## config.mk

```make
export PLATFORM = sky130hd
export DESIGN_NAME = multicycle_control_unit
export DESIGN_NICKNAME = d
export VERILOG_FILES = /design/src/rtl/mc_ctrl_pkg.sv /design/src/rtl/mc_next_state.sv /design/src/rtl/multicycle_control_unit.sv
export SDC_FILE = /design/constraint.sdc
export NUM_CORES = 1
export LEC_CHECK = 0
export ABC_AREA = 1
export BUFFER_PORTS_ARGS = -buffer_cell sky130_fd_sc_hd__buf_2
export CAP_MARGIN = 40
export CORE_UTILIZATION = 44
export CTS_CLUSTER_DIAMETER = 40
export DETAILED_ROUTE_END_ITERATION = 8
export PLACE_DENSITY = 0.88
export SKIP_CTS_REPAIR_TIMING = 1
export SLEW_MARGIN = 10
export SYNTH_ARGS = -nofsm -noshare
export SYNTH_HDL_FRONTEND = slang
export SYNTH_SLANG_ARGS = --single-unit
```

## constraint.sdc

```tcl
create_clock -name clk -period 1.7 [get_ports clk]
set_input_delay 0 -clock clk [delete_from_list [all_inputs] [get_ports clk]]
set_output_delay 0 -clock clk [all_outputs]
set_load 0.02 [all_outputs]
```

## src/rtl/mc_ctrl_pkg.sv

```systemverilog
// Shared state, opcode and mux-select encodings for the multicycle control unit and sign-extender.
// ILLEGAL_OPCODE_TRAP_EN adds the TRAP state to the enumeration.
package mc_ctrl_pkg;

  localparam int STATE_W = 5;

  typedef enum logic [STATE_W-1:0] {
    S_START,
    S_FETCH,
    S_DECODE,
    S_MEMADR,
    S_MEMREAD,
    S_MEMWB,
    S_MEMWRITE,
    S_EXECR,
    S_EXECI,
    S_UPPER,
    S_ALUWB,
    S_JAL,
    S_JALR,
    S_JALRPC,
    S_BRANCH
`ifdef ILLEGAL_OPCODE_TRAP_EN
    , S_TRAP
`endif
  } state_t;

  localparam logic [6:0] OP_LOAD   = 7'b0000011;
  localparam logic [6:0] OP_STORE  = 7'b0100011;
  localparam logic [6:0] OP_RTYPE  = 7'b0110011;
  localparam logic [6:0] OP_ITYPE  = 7'b0010011;
  localparam logic [6:0] OP_JAL    = 7'b1101111;
  localparam logic [6:0] OP_JALR   = 7'b1100111;
  localparam logic [6:0] OP_BRANCH = 7'b1100011;
  localparam logic [6:0] OP_LUI    = 7'b0110111;
  localparam logic [6:0] OP_AUIPC  = 7'b0010111;

  localparam logic [2:0] IMM_I = 3'd0;
  localparam logic [2:0] IMM_S = 3'd1;
  localparam logic [2:0] IMM_B = 3'd2;
  localparam logic [2:0] IMM_U = 3'd3;
  localparam logic [2:0] IMM_J = 3'd4;

  localparam logic [1:0] SRCA_PC    = 2'd0;
  localparam logic [1:0] SRCA_OLDPC = 2'd1;
  localparam logic [1:0] SRCA_RS1   = 2'd2;
  localparam logic [1:0] SRCA_ZERO  = 2'd3;

  localparam logic [1:0] SRCB_RS2  = 2'd0;
  localparam logic [1:0] SRCB_IMM  = 2'd1;
  localparam logic [1:0] SRCB_FOUR = 2'd2;

  localparam logic [1:0] ALU_ADD   = 2'd0;
  localparam logic [1:0] ALU_SUB   = 2'd1;
  localparam logic [1:0] ALU_FUNCT = 2'd2;

  localparam logic [1:0] RES_ALUOUT  = 2'd0;
  localparam logic [1:0] RES_MEMDATA = 2'd1;
  localparam logic [1:0] RES_ALU     = 2'd2;

  localparam logic [2:0] F3_BEQ = 3'b000;
  localparam logic [2:0] F3_BNE = 3'b001;

  function automatic logic is_known_op(input logic [6:0] op);
    case (op)
      OP_LOAD, OP_STORE, OP_RTYPE, OP_ITYPE, OP_JAL,
      OP_JALR, OP_BRANCH, OP_LUI, OP_AUIPC: is_known_op = 1'b1;
      default:                              is_known_op = 1'b0;
    endcase
  endfunction

endpackage

```

## src/rtl/mc_next_state.sv

```systemverilog
// Combinational next-state logic for the multicycle control FSM; memory phases hold until mem_ready.
// ILLEGAL_OPCODE_TRAP_EN routes unknown opcodes to a TRAP state that only reset leaves.
module mc_next_state
  import mc_ctrl_pkg::*;
(
  input  state_t     state,
  input  logic [6:0] opcode,
  input  logic       mem_ready,
  output state_t     next_state
);

  always_comb begin
    next_state = state;
    case (state)
      S_START:    next_state = S_FETCH;
      S_FETCH:    if (mem_ready) next_state = S_DECODE;
      S_DECODE: begin
        case (opcode)
          OP_LOAD, OP_STORE: next_state = S_MEMADR;
          OP_RTYPE:          next_state = S_EXECR;
          OP_ITYPE:          next_state = S_EXECI;
          OP_JAL:            next_state = S_JAL;
          OP_JALR:           next_state = S_JALR;
          OP_BRANCH:         next_state = S_BRANCH;
          OP_LUI, OP_AUIPC:  next_state = S_UPPER;
`ifdef ILLEGAL_OPCODE_TRAP_EN
          default:           next_state = S_TRAP;
`else
          default:           next_state = S_FETCH;
`endif
        endcase
      end
      S_MEMADR:   next_state = (opcode == OP_LOAD) ? S_MEMREAD : S_MEMWRITE;
      S_MEMREAD:  if (mem_ready) next_state = S_MEMWB;
      S_MEMWB:    next_state = S_FETCH;
      S_MEMWRITE: if (mem_ready) next_state = S_FETCH;
      S_EXECR,
      S_EXECI,
      S_UPPER,
      S_JAL,
      S_JALRPC:   next_state = S_ALUWB;
      S_JALR:     next_state = S_JALRPC;
      S_ALUWB,
      S_BRANCH:   next_state = S_FETCH;
`ifdef ILLEGAL_OPCODE_TRAP_EN
      S_TRAP:     next_state = S_TRAP;
`endif
      default:    next_state = S_START;
    endcase
  end

endmodule

```

## src/rtl/multicycle_control_unit.sv

```systemverilog
// Moore control FSM for the shared RISC-V multicycle datapath; outputs decode from state, memory enables gated by mem_ready.
// ILLEGAL_OPCODE_TRAP_EN enables the sticky illegal_instr trap; otherwise unknown opcodes retire as NOPs.
module multicycle_control_unit #(
  parameter int STATE_W = 5
) (
  input  logic       clk,
  input  logic       reset,
  input  logic [6:0] opcode,
  input  logic [2:0] funct3,
  input  logic       zero,
  input  logic       mem_ready,
  output logic [2:0] imm_src,
  output logic [1:0] alu_src_a,
  output logic [1:0] alu_src_b,
  output logic [1:0] alu_op,
  output logic [1:0] result_src,
  output logic       adr_src,
  output logic       ir_write,
  output logic       pc_write,
  output logic       reg_write,
  output logic       mem_write,
  output logic       mem_req,
  output logic       instr_done,
  output logic       illegal_instr
);

  import mc_ctrl_pkg::*;

  logic [STATE_W-1:0] state_q;
  state_t             state;
  state_t             next_state;

  assign state = state_t'(state_q);

  mc_next_state u_next_state (
    .state      (state),
    .opcode     (opcode),
    .mem_ready  (mem_ready),
    .next_state (next_state)
  );

  always_ff @(posedge clk) begin
    if (!reset) state_q <= STATE_W'(S_START);
    else        state_q <= STATE_W'(next_state);
  end

  always_comb begin
    imm_src       = IMM_I;
    alu_src_a     = SRCA_PC;
    alu_src_b     = SRCB_RS2;
    alu_op        = ALU_ADD;
    result_src    = RES_ALUOUT;
    adr_src       = 1'b0;
    ir_write      = 1'b0;
    pc_write      = 1'b0;
    reg_write     = 1'b0;
    mem_write     = 1'b0;
    mem_req       = 1'b0;
    instr_done    = 1'b0;
    illegal_instr = 1'b0;
    case (state)
      S_FETCH: begin
        mem_req    = 1'b1;
        alu_src_b  = SRCB_FOUR;
        result_src = RES_ALU;
        ir_write   = mem_ready;
        pc_write   = mem_ready;
      end
      S_DECODE: begin
        // Precompute the branch/jump target into ALUOut while decoding.
        alu_src_a = SRCA_OLDPC;
        alu_src_b = SRCB_IMM;
        imm_src   = (opcode == OP_JAL) ? IMM_J : IMM_B;
`ifndef ILLEGAL_OPCODE_TRAP_EN
        instr_done = !is_known_op(opcode);
`endif
      end
      S_MEMADR: begin
        alu_src_a = SRCA_RS1;
        alu_src_b = SRCB_IMM;
        imm_src   = (opcode == OP_LOAD) ? IMM_I : IMM_S;
      end
      S_MEMREAD: begin
        mem_req = 1'b1;
        adr_src = 1'b1;
      end
      S_MEMWB: begin
        result_src = RES_MEMDATA;
        reg_write  = 1'b1;
        instr_done = 1'b1;
      end
      S_MEMWRITE: begin
        mem_req    = 1'b1;
        adr_src    = 1'b1;
        mem_write  = mem_ready;
        instr_done = mem_ready;
      end
      S_EXECR: begin
        alu_src_a = SRCA_RS1;
        alu_op    = ALU_FUNCT;
      end
      S_EXECI: begin
        alu_src_a = SRCA_RS1;
        alu_src_b = SRCB_IMM;
        alu_op    = ALU_FUNCT;
      end
      S_UPPER: begin
        imm_src   = IMM_U;
        alu_src_b = SRCB_IMM;
        alu_src_a = (opcode == OP_LUI) ? SRCA_ZERO : SRCA_OLDPC;
      end
      S_ALUWB: begin
        reg_write  = 1'b1;
        instr_done = 1'b1;
      end
      S_JAL: begin
        alu_src_a = SRCA_OLDPC;
        alu_src_b = SRCB_FOUR;
        pc_write  = 1'b1;
      end
      S_JALR: begin
        alu_src_a = SRCA_RS1;
        alu_src_b = SRCB_IMM;
      end
      S_JALRPC: begin
        // PC takes the rs1+imm target from ALUOut while the ALU forms the link value.
        pc_write  = 1'b1;
        alu_src_a = SRCA_OLDPC;
        alu_src_b = SRCB_FOUR;
      end
      S_BRANCH: begin
        alu_src_a  = SRCA_RS1;
        alu_op     = ALU_SUB;
        pc_write   = ((funct3 == F3_BEQ) && zero) || ((funct3 == F3_BNE) && !zero);
        instr_done = 1'b1;
      end
`ifdef ILLEGAL_OPCODE_TRAP_EN
      S_TRAP: illegal_instr = 1'b1;
`endif
      default: ;
    endcase
  end

endmodule

```

Word-level counts from Yosys, hierarchy flattened

Index checks and enable logic that the tools add are counted.

Logic and storage cells: 74
Flip-flop bits (word level): 5
Output and inout port bits: 19

Eq/ne operators: 27
Mux-type cells: 23
Reductions and logical operators: 23

Operator list:

| cell                 | count |
|---|---|
| $pmux W5 S8          | 1 |
| $eq A5 B4 Y1 const B | 7 |
| $pmux W4 S7          | 1 |
| $eq A7 B6 Y1 const B | 3 |
| $eq A7 B7 Y1 const B | 3 |
| $eq A5 B3 Y1 const B | 4 |
| $mux W5              | 3 |
| $reduce_or A5 Y1     | 3 |
| $eq A7 B5 Y1 const B | 2 |
| $pmux W2 S2          | 3 |
| $reduce_or A2 Y1     | 6 |
| $reduce_or A3 Y1     | 4 |
| $eq A5 B2 Y1 const B | 2 |
| $pmux W3 S3          | 1 |
| $reduce_or A9 Y1     | 1 |
| $mux W1              | 8 |
| $eq A7 B2 Y1 const B | 1 |
| $ne A2 B2 Y1 const B | 3 |
| $pmux W1 S3          | 2 |
| $pmux W2 S3          | 1 |
| $eq A5 B1 Y1 const B | 1 |
| $logic_not A5 Y1     | 1 |
| $mux W2              | 2 |
| $reduce_or A4 Y1     | 1 |
| other kinds (7)      | 9 |

Logic depth before layout (Yosys ltp)

Gate-level depths: netlist of run 1.

Depth in word-level cells: 6
Mapped depth: 10
Mapped depth without buffers: 10

Cells and area by module

Synthesis of run 1 repeated with hierarchy kept, for this count alone.

Cell total of the unflattened synthesis: 193
Area, all modules: 928.4 um2

By module, submodules not included:

| module                  | cells each | times used | area each (um2) | sequential area each (um2) |
|---|---|---|---|---|
| multicycle_control_unit | 107        | 1          | 549.3           | 100.1 |
| mc_next_state           | 86         | 1          | 379.1           | 0.0 |

Worst setup path before layout of run 1

No wires, ideal clock.

Path kind: register to output
Start: register state_q[0], in the netlist state[0]
End: output port pc_write
Data arrival time: 1.350 ns
Cell stages (with the launch flop): 6
Slack: 0.350 ns
Required time: 1.700 ns
Cell sequence: dfxtp_1 inv_2 nor2_4 nand2_2 nor2_1 nand3b_1

Longest elaborated chain between the ends: 3
Elaborated cells on any way between the ends: 6

RTL lines:

| what                              | RTL line                      | RTL |
|---|---|---|
| start, declared                   | multicycle_control_unit.sv:29 | `logic [STATE_W-1:0] state_q;` |
| start signal, assigned            | multicycle_control_unit.sv:43 | `if (!reset) state_q <= STATE_W'(S_START);` |
| start signal, assigned            | multicycle_control_unit.sv:44 | `else state_q <= STATE_W'(next_state);` |
| $eq A5 B4 Y1                      | multicycle_control_unit.sv:61 | `case (state)` |
| $reduce_or A2 Y1 (no source line) | --                            |  |
| $pmux W1 S3 (*)                   | multicycle_control_unit.sv:61 |  |
| end, declared                     | multicycle_control_unit.sv:19 | `output logic pc_write,` |

Mark *: on every way between the ends. The rest lies on a longest branch, timed or not.

Worst setup path in the final report of run 1

Start: register state_q[2], in the netlist state[2]
End: output port alu_src_a[1]

Longest elaborated chain between the ends: 3
Elaborated cells on any way between the ends: 12

RTL lines:

| what                                                                         | RTL line                      | RTL |
|---|---|---|
| $eq A5 B2 Y1, or another cell as far along                                   | multicycle_control_unit.sv:61 |  |
| $reduce_or A5 Y1 (no source line) / $reduce_or A3 Y1 (equally long branches) | --                            |  |
| $pmux W2 S3 (*)                                                              | multicycle_control_unit.sv:61 |  |
| end, declared                                                                | multicycle_control_unit.sv:13 | `output logic [1:0] alu_src_a,` |

Marked as above.

==> metrics.txt, run 1 <==
num rows=13; Hold Crit Class=input port to flop; main combinational cell family by area after synthesis=simple AND/OR/NAND/NOR gates; Arr. time, crit path=1.50 ns; clock skew=0.00294 ns; share of cells above drive strength 1=0.372; largest net degree at the start of global routing=8; drt pass-1 iters=4; Starting Density=0.485; WS Path Type=flop to output pin; PwrDens=1250 nW/um2; final number of hold-violating endpoints=0; total gr overflow=0; Syn Nets=137; Fillers=134; post-synthesis mux area share=0; endpoint type of the worst setup path=output pin; Synth Register Bits=4; ANT nets after route=0; Gate Count Post-Synth=123; buffers added on ports=31; DRC Markers=0; Core Region=1330 um2; Synth cell types=24; global-route wire length before repair=2500 um; global-route usage over all layers=0.222; Syn Area/Cell=5.26 um2; post-synth design cell area=647 um2; drt total wl=1760 um; Synth Area in Simple Gates=0.565; crit path cell chain=inv_2 -> nand2_2 -> nor2_1 -> nor4_1 -> o21ai_1 -> buf_2; clk root buf=clkbuf_4; total of max-cap violations=0; htree depth=1; slowest CP cell=dfxtp_1; I/O pin total=33; xor/xnor share of the synthesized area=0.0135; Design Power=1050 uW; max reg flops=4; Clk Latency, worst-skew pair=0.23 ns; CP top delay family=simple AND/OR/NAND/NOR gates; maximum cell stage delay along the critical path=0.41 ns; RSZ-0062 raised after global routing=false; Peak Freq=665 MHz; RePlAce Congestion=0.909; Reg2Reg Setup Slack=0.36 ns; Buf+Inv Stages, Crit Path=2; Die X=40.3 um; CTS sink count=4; Post-DP HPWL=1470 um; worst-path fanout max=5; Vias/cell=5.05; Die Y-Extent=40.3 um; CTS Buffer Depth=2; CP Data Required Time=1.70 ns; Ys Warns=0; Leak=0.000516 uW; vias in the first global route=637; Synth Area in Compound Gates=0.147; die area=1630 um2; vias=863; Seq/Total Area, Yosys=0.124; setup TNS=0 ns; TritonCTS clock tree=built; initial antenna violation count=0; Pins Over Slew Limit=0; status=finished, final reports clean; adder-cell share of the synthesized area=0; Final Util=0.629; final period utilization=0.885; Area Overhead vs Synth=29.6%; Max VDD drop=0.857 mV; # setup viols final=0; Hold Slack=0.0445 ns; Reg clk slew, reported paths=0.04 ns; n_diodes=0; wire per inst=10.3 um; DR iter-0 viols=32; Final #Nets=172; CP Launch Type=flop; cts bufs inserted=3; post-layout minimum cycle time=1.50 ns
==> report_power, final <==
part | leakage [uW] | internal, uW | switching (uW)
Combinational | 0.000469 | 246 | 510
Sequential | 0.0000335 | 126 | 50.1
Clock | 0.0000138 | 78.9 | 37.7
==> worst register-to-register path: stages, from the launching register on <==
cell,delay (ns)
dfxtp_1,0.41
inv_2,0.08
nand2_1,0.12
nor2_1,0.08
a21oi_2,0.13
nand2_1,0.09
nor2_1,0.09
nand3_1,0.08
nand2_1,0.08
a21oi_1,0.05
==> routing by layer <==
metal / track usage / wire length (um)
met2: 0.353 / 882
met3: 0.0333 / 96
met4: 0.0500 / 0
met5: 0 / 0
met1: 0.311 / 778
==> final cells by class <==
| cell class | count | area, um2 | area share |
|---|---|---|---|
| Multi-Input combinational cell | 95 | 473 | 0.564 |
| Sequential cell | 4 | 82.6 | 0.0985 |
| Clock buffer | 3 | 22.5 | 0.0269 |
| Tap cell | 15 | 18.8 | 0.0224 |
| Inverter | 23 | 86.3 | 0.103 |
| Timing Repair Buffer | 31 | 155 | 0.185 |
==> stage by stage <==
stage	worst slack, ns	std cells	instance area, um2
floorplan	0.350	123	647
global placement	0.355	168	813
detailed placement	0.337	168	813
CTS	0.123	171	836
global route	0.0645	171	838
finish	0.196	171	838
==> path summary, 6_finish.rpt <==
kind / startpoint / endpoint / cells past startpoint
worst min register to register: state[3] / state[3] / 2
worst max register to register: state[2] / state[1] / 9
worst min-delay path: reset / state[1] / 3
worst max-delay path: state[2] / alu_src_a[1] / 6
==> Yosys cell counts (all sizes together) <==
| master | n | share of area |
|---|---|---|
| a21oi | 7 | 0.066 |
| a31oi | 1 | 0.0097 |
| and2 | 1 | 0.0097 |
| buf | 1 | 0.012 |
| conb | 1 | 0.0058 |
| dfxtp | 4 | 0.12 |
| inv | 23 | 0.13 |
| nand2 | 34 | 0.22 |
| nand3 | 9 | 0.070 |
| nand3b | 3 | 0.035 |
| nand4 | 1 | 0.0097 |
| nor2 | 25 | 0.18 |
| nor3 | 3 | 0.031 |
| nor4 | 1 | 0.0097 |
| o21ai | 7 | 0.060 |
| o31ai | 1 | 0.012 |
| xnor2 | 1 | 0.014 |
==> cells in the final DEF, fill, tap and decap left out <==
cell type / netlist / final
nor3_1: 2 / 2
nand3b_1: 3 / 3
a21oi_2: 2 / 2
nand2_2: 6 / 6
a21oi_1: 5 / 5
nand2_1: 28 / 28
o21ai_1: 2 / 2
nand3_1: 9 / 9
dfxtp_1: 4 / 2
inv_2: 9 / 9
o21ai_2: 1 / 1
buf_2: 0 / 31
nor2_4: 3 / 3
o31ai_1: 1 / 1
nor3_2: 1 / 1
xnor2_1: 1 / 1
o21ai_0: 4 / 4
nor4_1: 1 / 1
clkbuf_4: 0 / 3
nand4_1: 1 / 1
and2_1: 1 / 1
nor2_1: 22 / 22
dfxtp_2: 0 / 2
conb_1: 1 / 1
inv_1: 14 / 14
a31oi_1: 1 / 1
==> logic make-up (layout without fill, tap and decap cells) <==
group,Yosys count,after routing
compound gates,16,16
xor+xnor,1,1
buf+inv,24,57
flops,4,4
other cells,1,1
simple gates,77,77
Note: power is estimated with default switching activity, not from simulation.
==> run 2, diff against run 1 <==
--- a/config.mk
+++ b/config.mk
@@ -8,12 +8,13 @@
 export ABC_AREA = 1
 export BUFFER_PORTS_ARGS = -buffer_cell sky130_fd_sc_hd__buf_2
 export CAP_MARGIN = 40
-export CORE_UTILIZATION = 44
+export CORE_UTILIZATION = 45
 export CTS_CLUSTER_DIAMETER = 40
 export DETAILED_ROUTE_END_ITERATION = 8
-export PLACE_DENSITY = 0.88
+export PLACE_DENSITY = 0.83
 export SKIP_CTS_REPAIR_TIMING = 1
 export SLEW_MARGIN = 10
 export SYNTH_ARGS = -nofsm -noshare
 export SYNTH_HDL_FRONTEND = slang
+export SYNTH_HIERARCHICAL = 1
 export SYNTH_SLANG_ARGS = --single-unit
==> run 2 against run 1 <==
  * Utilization down 4.5 points
  * Die area increased by 38%
  * Non-clock buffer count did not move
  * Global-route usage decreased by 2.3 points
  * Critical endpoint unchanged
  * Wire length rose by 21%
  * Area after synthesis grew 44%
  * Largest cell class unchanged
  * Total power decreased by 57%
  * First-iteration DRC count shrank 13%
  * Via count rose by 35%
==> metrics.txt, run 2 <==
status=finished, final reports clean; Yosys top cell area share=0.243 (+0.0801); clock network fraction of total power=0.290 (+0.179); fin cells=253 (+48%); endpoint type of the worst setup path=output pin; CTS sink count=5 (+1); Post-DP HPWL=1790 um (+21%); most numerous cell in the Yosys netlist=nand2_1; clk root buf=clkbuf_4; Final #Nets=241 (+40%); Post-synth EDFFs=0 (unchanged); RSZ-0062 raised after global routing=false; Met1 Wirelength=1000 um (+29%); switch share=0.393 (-0.178); Reg power frac=0.303 (+0.135); htree depth=1 (unchanged); worst-path fanout max=9 (+4); final period utilization=0.886 (about the same); Peak Freq=664 MHz (about the same); Synth cell types=25 (+4.2%); Starting Density=0.478 (-0.00690); buffers added on ports=31 (unchanged); met2 wire length=1030 um (+17%); drt pass-1 iters=5 (+1); Die X=47.4 um (+18%); Gate Count Post-Synth=193 (+57%); Synth area leader=nand2_1; clock skew=0.00203 ns (-0.000919 ns); Core Region=1940 um2 (+46%); Hold Crit Class=input port to flop; drt total wl=2120 um (+21%); most frequent cells in the layout=nand2_1 (60), inv_1 (35), buf_2 (31); # setup viols final=0 (unchanged); wire per inst=8.38 um (-18%); post-synth design cell area=928 um2 (+44%); cts bufs inserted=3 (unchanged); total gr overflow=0 (unchanged); vias in the first global route=886 (+39%); Area Overhead vs Synth=22.0%; Vias/cell=4.62 (-8.4%); Highest Signal Layer=met3; max reg flops=5 (+1); Pins Over Slew Limit=0 (unchanged); vias=1169 (+35%); CP Data Required Time=1.70 ns (about the same); final setup margin=0.195 ns (-0.00125 ns); setup TNS=0 ns (unchanged); I/O pin total=33 (unchanged); CP Launch Type=flop; internal power=276 uW (-39%); switching pwr=179 uW (-70%); DRC Markers=0 (unchanged); n_diodes=0 (unchanged); Max VDD drop=0.401 mV (-53%); PwrDens=402 nW/um2 (-68%); DR iter-0 viols=28 (-13%); Clk Latency, worst-skew pair=0.24 ns (about the same); ys flop type=dfxtp_1; largest net degree at the start of global routing=11 (+3); met3 routed wirelength=88 um (-8.3%); most frequent cells after synthesis=nand2_1 (60), inv_1 (35), nor2_1 (26); Leak=0.000744 uW (+44%); Ys Warns=6 (+6); pre-CTS WS=0.387 ns (+0.0499 ns); Reg clk slew, reported paths=0.04 ns (about the same); final number of hold-violating endpoints=0 (unchanged); initial antenna violation count=0 (unchanged); total of max-cap violations=0 (unchanged); RePlAce Congestion=0.860 (-5.4%); Seq/Total Area, Yosys=0.108 (-0.0160); WS Path Type=flop to output pin; global-route wire length before repair=3290 um (+32%); Hold Slack=0.00735 ns (-0.0372 ns); post-layout minimum cycle time=1.51 ns (+0.00125 ns); Syn Area/Cell=4.81 um2 (-8.5%); Die Y-Extent=47.4 um (+18%); Comb power frac=0.408 (-0.313); die area=2250 um2 (+38%); CTS Buffer Depth=2 (unchanged); commonest non-fill, non-tap cell in the layout=nand2_1; ANT nets after route=0 (unchanged); main area contributors after synthesis=nand2_1 (24%), inv_1 (14%), nand3_1 (13%); Syn Nets=207 (+51%); share of synthesized registers carrying an async set or reset=0 (unchanged); global-route usage over all layers=0.199 (-0.0234); placed cell count=249 (+48%); Arr. time, crit path=1.51 ns (about the same); num rows=16 (+3); share of cells above drive strength 1=0.235 (-0.137); Synth Register Bits=5 (+1); TritonCTS clock tree=built; Final Util=0.583 (-0.0454)
## run 2: logic make-up after synthesis
family | Yosys count | synth area share
AOI/OAI and AO/OA | 16 | 0.102
DFF | 5 | 0.108
buffers and inverters | 44 | 0.186
other | 2 | 0.00809
and+or+nand+nor | 126 | 0.596
## run 2: routing by layer
| metal | vias to the layer above | track usage |
|---|---|---|
| met1 | 483 | 0.247 |
| met4 | 0 | 0.0743 |
| met3 | 0 | 0.0226 |
| li1 | 654 | - |
| met2 | 32 | 0.351 |
| met5 | - | 0 |
## run 2: metrics by stage
stage	cell area, um2	total power [uW]
2_1_floorplan	928	267
3_3_place_gp	1100	321
3_5_place_dp	1100	323
4_1_cts	1130	461
5_1_grt	1130	505
6_report	1130	455
## run 2: area by class of cell
class	instances	area [um2]
sequential	5	104
multi-input combinational	144	656
timing repair buffer	31	155
tap	27	33.8
inverter	42	158
fill	215	810
clock buffer	4	26.3
## run 2: critical path: stages (launching register included)
cell and delay (ns):
dfxtp_1 0.50, inv_1 0.13, nand3_2 0.13, or2_1 0.14
nand2_1 0.06, nor2_1 0.10, nand2_1 0.05, buf_2 0.15
## run 2: final timing paths
kind	start	endpoint	slack (ns)	cells after the start
setup reg to reg	state[2]	state[1]	0.48	9
hold reg to reg	state[1]	state[3]	0.80	6
setup / recovery	state[2]	alu_src_a[1]	0.19	7
hold / removal	reset	state[3]	0.007	3
## run 2: power groups by stage
| stage | combinational, uW | sequential (uW) | clock, uW |
|---|---|---|---|
| after floorplan | 131 | 136 | 0 |
| after detailed placement | 184 | 139 | 0 |
| after global routing | 214 | 140 | 150 |
| final | 185 | 138 | 132 |
| after CTS | 185 | 137 | 139 |
| after global placement | 183 | 138 | 0 |
==> run 3, diff against run 2 <==
--- a/config.mk
+++ b/config.mk
@@ -8,10 +8,10 @@
 export ABC_AREA = 1
 export BUFFER_PORTS_ARGS = -buffer_cell sky130_fd_sc_hd__buf_2
 export CAP_MARGIN = 40
-export CORE_UTILIZATION = 45
+export CORE_UTILIZATION = 40
 export CTS_CLUSTER_DIAMETER = 40
 export DETAILED_ROUTE_END_ITERATION = 8
-export PLACE_DENSITY = 0.83
+export PLACE_DENSITY = 0.76
 export SKIP_CTS_REPAIR_TIMING = 1
 export SLEW_MARGIN = 10
 export SYNTH_ARGS = -nofsm -noshare
==> run 3 against run 2 <==
  * Cell area decreased by 0.22%
  * Wire length decreased by 2.7%
  * Maximum frequency decreased by 3.9%
  * Critical path type unchanged
  * Combinational power about the same
  * Via count decreased by 1.6%
  * Sequential power about the same
  * Largest power group unchanged
  * Global-route usage decreased by 1.0 points
  * Flip-flop and latch count unchanged
  * Non-clock buffer count unchanged
  * First-iteration DRC count decreased by 39%
  * Count of clock-buffer cells in the layout unchanged
==> metrics.txt, run 3 (same netlist as run 2, synthesis figures left out) <==
status=finished, final reports clean; area of the multi-input gates=656 um2 (unchanged); Peak Freq=638 MHz (-3.9%); design area=1130 um2 (-0.22%); Arr. time, crit path=1.57 ns (+0.06 ns); Fillers=257 (+20%); Leak=0.000743 uW (-0.16%); Hold Crit Depth=3 (unchanged); Area Overhead vs Synth=21.7%; initial antenna violation count=0 (unchanged); crit path cell chain=inv_2 -> nor2_2 -> nand3_2 -> or2_0 -> nand2_1 -> buf_2; Final #Nets=241 (unchanged); setup TNS=0 ns (unchanged); switching pwr=176 uW (-1.8%); vias in the first global route=1046 (+18%); r2r startpoint=state[1]; Vias/cell=4.53 (-2.0%); cts bufs inserted=3 (unchanged); final number of hold-violating endpoints=0 (unchanged); total of max-cap violations=0 (unchanged); drt total wl=2060 um (-2.7%); Reg2Reg Capture Point=state[3]; post-layout minimum cycle time=1.57 ns (+0.0609 ns); Hold Path End=state[0]; commonest non-fill, non-tap cell in the layout=nand2_1; FF-to-FF path depth=7 (-2); wire per inst=8.12 um (-3.1%); num rows=17 (+1); most frequent cells in the layout=nand2_1 (60), inv_1 (35), buf_2 (31); slowest CP cell=dfxtp_1; Reg power frac=0.302 (about the same); PwrDens=399 nW/um2 (-0.76%); clk root buf=clkbuf_4; clock network fraction of total power=0.289 (about the same); endpoint type of the worst setup path=output pin; Die Y-Extent=50.2 um (+5.8%); WS Path Type=flop to output pin; Max VDD drop=0.342 mV (-15%); RePlAce Congestion=0.932 (+8.4%); CTS sink count=5 (unchanged); vias=1150 (-1.6%); buffers added on ports=31 (unchanged); # setup viols final=0 (unchanged); total gr overflow=0 (unchanged); area post-placement=1100 um2 (+0.11%); flip-flop and latch area=100 um2 (-3.6%); I/O pin total=33 (unchanged); Clk Latency, worst-skew pair=0.23 ns (about the same); n_diodes=0 (unchanged); CP top delay family=simple AND/OR/NAND/NOR gates; Pins Over Slew Limit=0 (unchanged); die area=2520 um2 (+12%); Hold Crit Class=input port to flop; max reg flops=5 (unchanged); TritonCTS clock tree=built; CP Launch Type=flop; Core Region=2190 um2 (+13%); DRC Markers=0 (unchanged); CTS Buffer Depth=2 (unchanged); Worst Hold Launch=reset; clock skew=0.000917 ns (-0.00111 ns); htree depth=1 (unchanged); Comb power frac=0.409 (about the same); Buf+Inv Stages, Crit Path=2 (unchanged); global-route wire length before repair=3870 um (+18%); Post-DP HPWL=1820 um (+1.7%); Die X=50.2 um (+5.8%); Starting Density=0.424 (-0.0543); DR iter-0 viols=17 (-39%); Reg2Reg Setup Slack=0.44 ns (-0.04 ns); drt pass-1 iters=4 (-1); largest net degree at the start of global routing=11 (unchanged); internal power=275 uW (-0.44%); CP Data Required Time=1.70 ns (about the same); switch share=0.390 (-0.00329); RSZ-0062 raised after global routing=false; maximum cell stage delay along the critical path=0.51 ns (about the same); Reg clk slew, reported paths=0.04 ns (about the same); global-route usage over all layers=0.189 (-0.0101); share of cells above drive strength 1=0.221 (-0.0133); worst-path fanout max=9 (unchanged); final period utilization=0.921 (+0.0358); ANT nets after route=0 (unchanged)
[run 3: cell types whose count changed in the layout (fill, tap and decap cells not counted)]
cell / before / now
dfxtp_1: 2 / 5
dfxtp_2: 3 / 0
[run 3: power by group through the flow]
| stage | Clock, uW | Combinational, uW | Sequential [uW] |
|---|---|---|---|
| 6_report | 130 | 184 | 136 |
| 5_1_grt | 145 | 213 | 138 |
| 4_1_cts | 138 | 185 | 136 |
| 3_5_place_dp | 0 | 185 | 138 |
| 3_3_place_gp | 0 | 184 | 138 |
| 2_1_floorplan | 0 | 131 | 136 |
[run 3: final cells by class]
| cell class | instances | share of cell area |
|---|---|---|
| clock buffers | 4 | 0.0233 |
| inverters | 42 | 0.140 |
| multi-input cells | 144 | 0.580 |
| flip-flops and latches | 5 | 0.0886 |
| well taps | 28 | 0.0310 |
| repair buffers | 31 | 0.137 |
[run 3: worst max-delay path by stage]
| stage | slack [ns] | depth (start not counted) | start | end |
|---|---|---|---|---|
| finish | 0.13 | 6 | state[3] | alu_src_a[1] |
| global route | 0.003 | 7 | state[1] | pc_write |
| CTS | 0.13 | 6 | state[3] | alu_src_a[1] |
| detailed placement | 0.38 | 6 | state[3] | alu_src_a[1] |
| global placement | 0.41 | 8 | state[3] | instr_done |
| floorplan | 0.26 | 4 | state[2] | alu_src_a[1] |
[run 3: tightest hold or removal path: stages]
cell and delay [ns]:
buf_2 0.12, nand2_1 0.06, inv_1 0.04
[run 3: routing by layer]
layer	routed length (um)	vias to the layer above	track usage
li1	-	653	-
met1	993	469	0.222
met2	959	28	0.362
met3	110	0	0.0182
met4	0	0	0.0381
met5	0	-	0
[run 3: stage by stage]
stage	total power [uW]	util	setup WS (ns)	hold WS [ns]	std cells
detailed placement	323	0.504	0.384	0.264	250
finish	451	0.516	0.134	0.0166	254
global route	496	0.516	0.00308	0.0282	254
global placement	322	0.504	0.412	0.246	250
CTS	459	0.516	0.128	0.0176	254
floorplan	267	-	0.261	0.0935	193
